==> src/rtl/pool_collector_if.sv <==
// Stream-in / read-out bundle between the pooler, the collector and its consumer.
// master = pooler and reader side, slave = the collector.
interface pool_collector_if #(
    parameter int WIDTH = 32
);
    logic [WIDTH-1:0] data_in;
    logic             valid_in;
    logic             end_in;
    logic             rd_en;
    logic [WIDTH-1:0] rd_data;
    logic             rd_valid;
    logic             rd_last;

    modport master (
        output data_in, valid_in, end_in, rd_en,
        input  rd_data, rd_valid, rd_last
    );

    modport slave (
        input  data_in, valid_in, end_in, rd_en,
        output rd_data, rd_valid, rd_last
    );
endinterface

==> src/rtl/pool_collector.sv <==
// Captures one (M/P)x(M/P) pooled frame in raster order, then serves it
// through a registered read port before returning to capture mode.
module pool_collector #(
    parameter int  WIDTH = 32,
    parameter int  M     = 12,
    parameter int  P     = 3,
    localparam int DEPTH = (M / P) * (M / P),
    localparam int CW    = $clog2(DEPTH + 1)
) (
    input  logic                 clk,
    input  logic                 master_rst,
    pool_collector_if.slave      bus,
    output logic                 frame_ready,
    output logic [CW-1:0]        word_count,
    output logic                 frame_err,
    output logic                 overflow_err
);
    localparam int          AW      = (DEPTH > 1) ? $clog2(DEPTH) : 1;
    localparam logic [CW-1:0] DEPTH_C = CW'(DEPTH);

    typedef enum logic {COLLECT, READY} state_t;

    state_t           state, state_nxt;
    logic [WIDTH-1:0] mem [DEPTH];
    logic [CW-1:0]    rd_ptr;
    logic [CW-1:0]    count_after;
    logic             full;
    logic             store_en;
    logic             drop;
    logic             rd_fire;
    logic             rd_is_last;
    logic             short_frame;

    assign full        = (word_count == DEPTH_C);
    assign count_after = word_count + CW'(store_en);
    assign short_frame = (count_after < DEPTH_C);
    // An empty frame still yields one read, flagged last.
    assign rd_is_last  = (word_count == '0) || (rd_ptr == (word_count - CW'(1)));

    always_ff @(posedge clk) begin
        if (master_rst) state <= COLLECT;
        else            state <= state_nxt;
    end

    always_comb begin
        state_nxt = state;
        case (state)
            COLLECT: if (bus.end_in) state_nxt = READY;
            READY:   if (rd_fire && rd_is_last) state_nxt = COLLECT;
            default: state_nxt = COLLECT;
        endcase
    end

    always_comb begin
        store_en    = 1'b0;
        drop        = 1'b0;
        rd_fire     = 1'b0;
        frame_ready = 1'b0;
        case (state)
            COLLECT: begin
                store_en = bus.valid_in && !full;
                drop     = bus.valid_in && full;
            end
            READY: begin
                frame_ready = 1'b1;
                drop        = bus.valid_in;
                rd_fire     = bus.rd_en;
            end
            default: ;
        endcase
    end

    always_ff @(posedge clk) begin
        if (!master_rst && store_en) mem[word_count[AW-1:0]] <= bus.data_in;
    end

    always_ff @(posedge clk) begin
        if (master_rst) begin
            word_count   <= '0;
            rd_ptr       <= '0;
            bus.rd_data  <= '0;
            bus.rd_valid <= 1'b0;
            bus.rd_last  <= 1'b0;
            frame_err    <= 1'b0;
            overflow_err <= 1'b0;
        end else begin
            bus.rd_valid <= rd_fire;
            bus.rd_last  <= rd_fire && rd_is_last;
            if (store_en) word_count <= count_after;
            if (drop) overflow_err <= 1'b1;
            if (state == COLLECT && bus.end_in && short_frame) frame_err <= 1'b1;
            if (rd_fire) begin
                bus.rd_data <= (word_count == '0) ? '0 : mem[rd_ptr[AW-1:0]];
                if (rd_is_last) begin
                    rd_ptr     <= '0;
                    word_count <= '0;
                end else begin
                    rd_ptr <= rd_ptr + CW'(1);
                end
            end
        end
    end
endmodule

==> src/flat_wrapper.sv <==
// flat-port wrapper written by rule: the top's interface ports become plain ports
module pool_collector_flat 
#(
    parameter int  WIDTH = 32,
    parameter int  M     = 12,
    parameter int  P     = 3,
    localparam int DEPTH = (M / P) * (M / P),
    localparam int CW    = $clog2(DEPTH + 1)
)
  (clk, master_rst, frame_ready, word_count, frame_err, overflow_err, bus_data_in, bus_valid_in, bus_end_in, bus_rd_en, bus_rd_data, bus_rd_valid, bus_rd_last);
  pool_collector_if #(.WIDTH(WIDTH)) bus_i ();
  input  logic clk;
  input  logic master_rst;
  output logic frame_ready;
  output logic [CW-1:0] word_count;
  output logic frame_err;
  output logic overflow_err;
  input wire logic [$bits(bus_i.data_in)-1:0] bus_data_in;
  input wire logic [$bits(bus_i.valid_in)-1:0] bus_valid_in;
  input wire logic [$bits(bus_i.end_in)-1:0] bus_end_in;
  input wire logic [$bits(bus_i.rd_en)-1:0] bus_rd_en;
  output wire logic [$bits(bus_i.rd_data)-1:0] bus_rd_data;
  output wire logic [$bits(bus_i.rd_valid)-1:0] bus_rd_valid;
  output wire logic [$bits(bus_i.rd_last)-1:0] bus_rd_last;
  assign bus_i.data_in = bus_data_in;
  assign bus_i.valid_in = bus_valid_in;
  assign bus_i.end_in = bus_end_in;
  assign bus_i.rd_en = bus_rd_en;
  assign bus_rd_data = bus_i.rd_data;
  assign bus_rd_valid = bus_i.rd_valid;
  assign bus_rd_last = bus_i.rd_last;
  pool_collector #(.WIDTH(WIDTH), .M(M), .P(P)) u_core (.clk(clk), .master_rst(master_rst), .bus(bus_i), .frame_ready(frame_ready), .word_count(word_count), .frame_err(frame_err), .overflow_err(overflow_err));
endmodule
==> config.mk <==
export PLATFORM = sky130hd
export DESIGN_NAME = pool_collector_flat
export DESIGN_NICKNAME = d
export VERILOG_FILES = /design/src/rtl/pool_collector_if.sv /design/src/rtl/pool_collector.sv /design/src/flat_wrapper.sv
export SDC_FILE = /design/constraint.sdc
export NUM_CORES = 1
export LEC_CHECK = 0
export BUFFER_PORTS_ARGS = -buffer_cell sky130_fd_sc_hd__buf_2
export CAP_MARGIN = 10
export CORE_MARGIN = 8
export CORE_UTILIZATION = 61
export CTS_CLUSTER_SIZE = 14
export DETAILED_ROUTE_END_ITERATION = 12
export HOLD_SLACK_MARGIN = 0.05
export PLACE_DENSITY = 0.79
export SLEW_MARGIN = 10
export SYNTH_ARGS = -nofsm -noshare
export SYNTH_HDL_FRONTEND = slang
export SYNTH_SLANG_ARGS = --single-unit
export TNS_END_PERCENT = 100
==> constraint.sdc <==
create_clock -name clk -period 10.74 [get_ports clk]
set_clock_uncertainty 0.15 [all_clocks]
set_input_delay 1.611 -clock clk [delete_from_list [all_inputs] [get_ports clk]]
set_output_delay 1.611 -clock clk [all_outputs]
set_load 0.005 [all_outputs]
==> out/metrics.yaml <==
synth.distinct_cells: 42
cts_buffers: 53
synthTopCellsByArea: "edfxtp_1 72%, mux4_2 13%, dfxtp_1 4.8%"
grt_usage_pct: 22.3
r2r_end: "u_core.mem[6][6]"
p_sw_share_pct: 21.8
insertion_delay_ns: 0.58
crit_family: "simple AND/OR/NAND/NOR gates"
end_kind: "flop"
cts.repair.resized: 0
die_w_um: 203
cts_hold_buf: 0
num-nets-final: 1187
register_area_um2: 16400
dpl.hpwl_um: 24500
start_util_pct: 62.1
finalSetupViolations: 0
p_switching_mw: 1.04
holdCritPathClass: "reg2reg"
dp_cells: 1542
cts-root-buf: "clkbuf_16"
htreeDepth: 2
grt_remaining_overflow: 0
maxCapViolCount: 0
final_cell_mix: "512 x edfxtp_1, 128 x mux4_2, 78 x buf_2, 67 x nand4_1, 55 x clkbuf_16"
yosys.area.top_type: "edfxtp_1"
fillerInstances: 2047
clkTransAtPathRegs_ns: 0.06
dieArea_um2: 41400
slew_headroom_pct: 18.7
port_buffers: 78
path_class: "reg2reg"
cp_max_fo: 17
syn-num-nets: 1101
r2r_slack_ns: 7.03
fin_area_um2: 24200
internal-power_mw: 3.71
r2r_cells: 7
n_antenna_cell: 0
die_y_um: 203
antenna_found_initial: 2
area_growth_pct: 12.9
vias_per_cell: 6.64
place.gp.congestion: 0.762
period_needed_ns: 3.71
vias: 10901
place_area_um2: 22400
final_core_util_pct: 70.1
synth_area_um2: 21400
rows: 68
drcViolationCount: 0
grt_pass1_vias: 11351
drtIter0Drc: 1088
rsz0062_at_grt: "false"
wl_per_cell_um: 28.1
cts.sinks: 563
status: "finished clean"
endpoint: "u_core.mem[6][6]"
post_cts_buffers: 0
reg2reg_from: "u_core.word_count[0]"
clockPowerShare_pct: 40.9
powerDensity_nw_per_um2: 196
cp_slowest_cell: "nor2_4"
synth_top_area_share_pct: 71.7
ys_seq_area_share_pct: 76.5
ys_ff_latch: 563
crit_path_start: "u_core.word_count[0]"
slowest_delay_ns: 0.70
hold_slack_ns: 0.329
power.total_mw: 4.75
fmax_mhz: 269
multi_input_area_um2: 4830
cp_cell_sequence: "inv_1 > ha_1 > and4bb_2 > nor4b_2 > nand2_1 > nor2_4 > buf_4"
crit_buf_inv: 2
hold_violations: 0
cts_tree: "done"
clk_path_buf_depth: 3
crit_path_start_kind: "flop"
final_cells: 1641
hold_path_depth: 2
fin_tns_setup_ns: 0
ant_nets: 0
power_frac_seq_pct: 52.0
finalWorstSetupSlack_ns: 7.03
tightest_slew_ns: 1.22
io_pins: 79
grt_pass1_wl_um: 69600
routed_wl_um: 46100
pwr-share-comb_pct: 7.2
drv_slew: 0
final_common_cell: "edfxtp_1"
finalCritPeriodShare_pct: 34.6
ir_drop_mv: 0.156
cp.arrival_ns: 3.81
dr.pass1.iters: 8
ys_warn_count: 0
drive_above_1_share_pct: 28.5
avgSynthCellArea_um2: 20.3
core_area_um2: 34500
syn-instance-count: 1056
grt_max_degree: 70
worstPathRequired_ns: 10.83
path_depth: 7
pre_cts_ws_ns: 6.51
leakage_nw: 7.44
## power groups by stage
stage	Sequential [mW]	Combinational (mW)	Clock, mW
after floorplan	2.49	0.253	0
after global placement	2.51	0.331	0
after detailed placement	2.51	0.337	0
after CTS	2.47	0.343	1.96
after global routing	2.47	0.364	2.04
final	2.47	0.340	1.94
## final cells by class
class                      instances  area share (%)
clock buffer                      76            6.26
timing repair buffer             101            2.33
clock inverter                    23            1.24
sequential                       563            67.8
tap                              455            2.35
inverter                           5          0.0776
multi-input combinational        418            20.0
## sequential cells by signal (all words and copies together) (netlist names), named ones only
register             cells
u_core.mem             512
u_core.bus.rd_data      32
u_core.rd_ptr            5
u_core.word_count        5
u_core.bus.rd_last       1
u_core.bus.rd_valid      1
u_core.frame_err         1
u_core.overflow_err      1
u_core.state             1
## worst min path at each step
stage,startpoint,slack (ns),endpoint
2_1_floorplan,u_core.overflow_err,0.29,u_core.overflow_err
3_3_place_gp,u_core.overflow_err,0.30,u_core.overflow_err
3_5_place_dp,u_core.overflow_err,0.33,u_core.overflow_err
4_1_cts,u_core.overflow_err,0.34,u_core.overflow_err
5_1_grt,u_core.overflow_err,0.37,u_core.overflow_err
6_report,u_core.overflow_err,0.33,u_core.overflow_err
## metal layers
metal  GRT usage, %  share of wire, %  vias to the layer above
li1               -                 -                     4553
met1           30.5                39                     5659
met2           35.2                48                      581
met3           4.92               9.3                      104
met4           8.44               3.3                        4
met5              0             0.048                        -
## cells by family (layout without fill, tap and decap cells)
| logic type | count (synthesis) | in the layout | share of synthesized area, % |
|---|---|---|---|
| and+or+nand+nor | 182 | 182 | 4.73 |
| xor gates and xnor gates | 13 | 13 | 0.531 |
| adders and majority gates | 8 | 8 | 0.467 |
| DFF | 563 | 563 | 76.5 |
| buffers and inverters | 75 | 205 | 1.64 |
| AOI/OAI and AO/OA | 86 | 86 | 2.64 |
| muxes | 129 | 129 | 13.5 |
## Yosys cell counts (all sizes together)
master   count
nor2b        2
clkbuf      36
nor4bb       1
nand3        2
nor3         5
a41oi        1
and2         3
o21a         1
and4bb       1
nor4b        2
or4b         1
a21oi       10
xor2         7
dfxtp       51
o21bai       1
nor2        17
and3b        1
ha           8
a22oi       32
nand2b       2
o2bb2ai      1
xnor2        6
and3        33
mux2i        1
buf         34
inv          5
nand3b       1
nand2       43
nand4       67
o311ai       1
edfxtp     512
a21boi       1
o21ai       35
mux4       128
nor3b        1
a31oi        2
a2111oi      1
## worst min-delay path, cell delays in order, from the launching register on
cell and delay [ns]:
dfxtp_1 0.32, inv_1 0.05, a21oi_1 0.06
No activity file was read; power rests on OpenSTA's default activity.
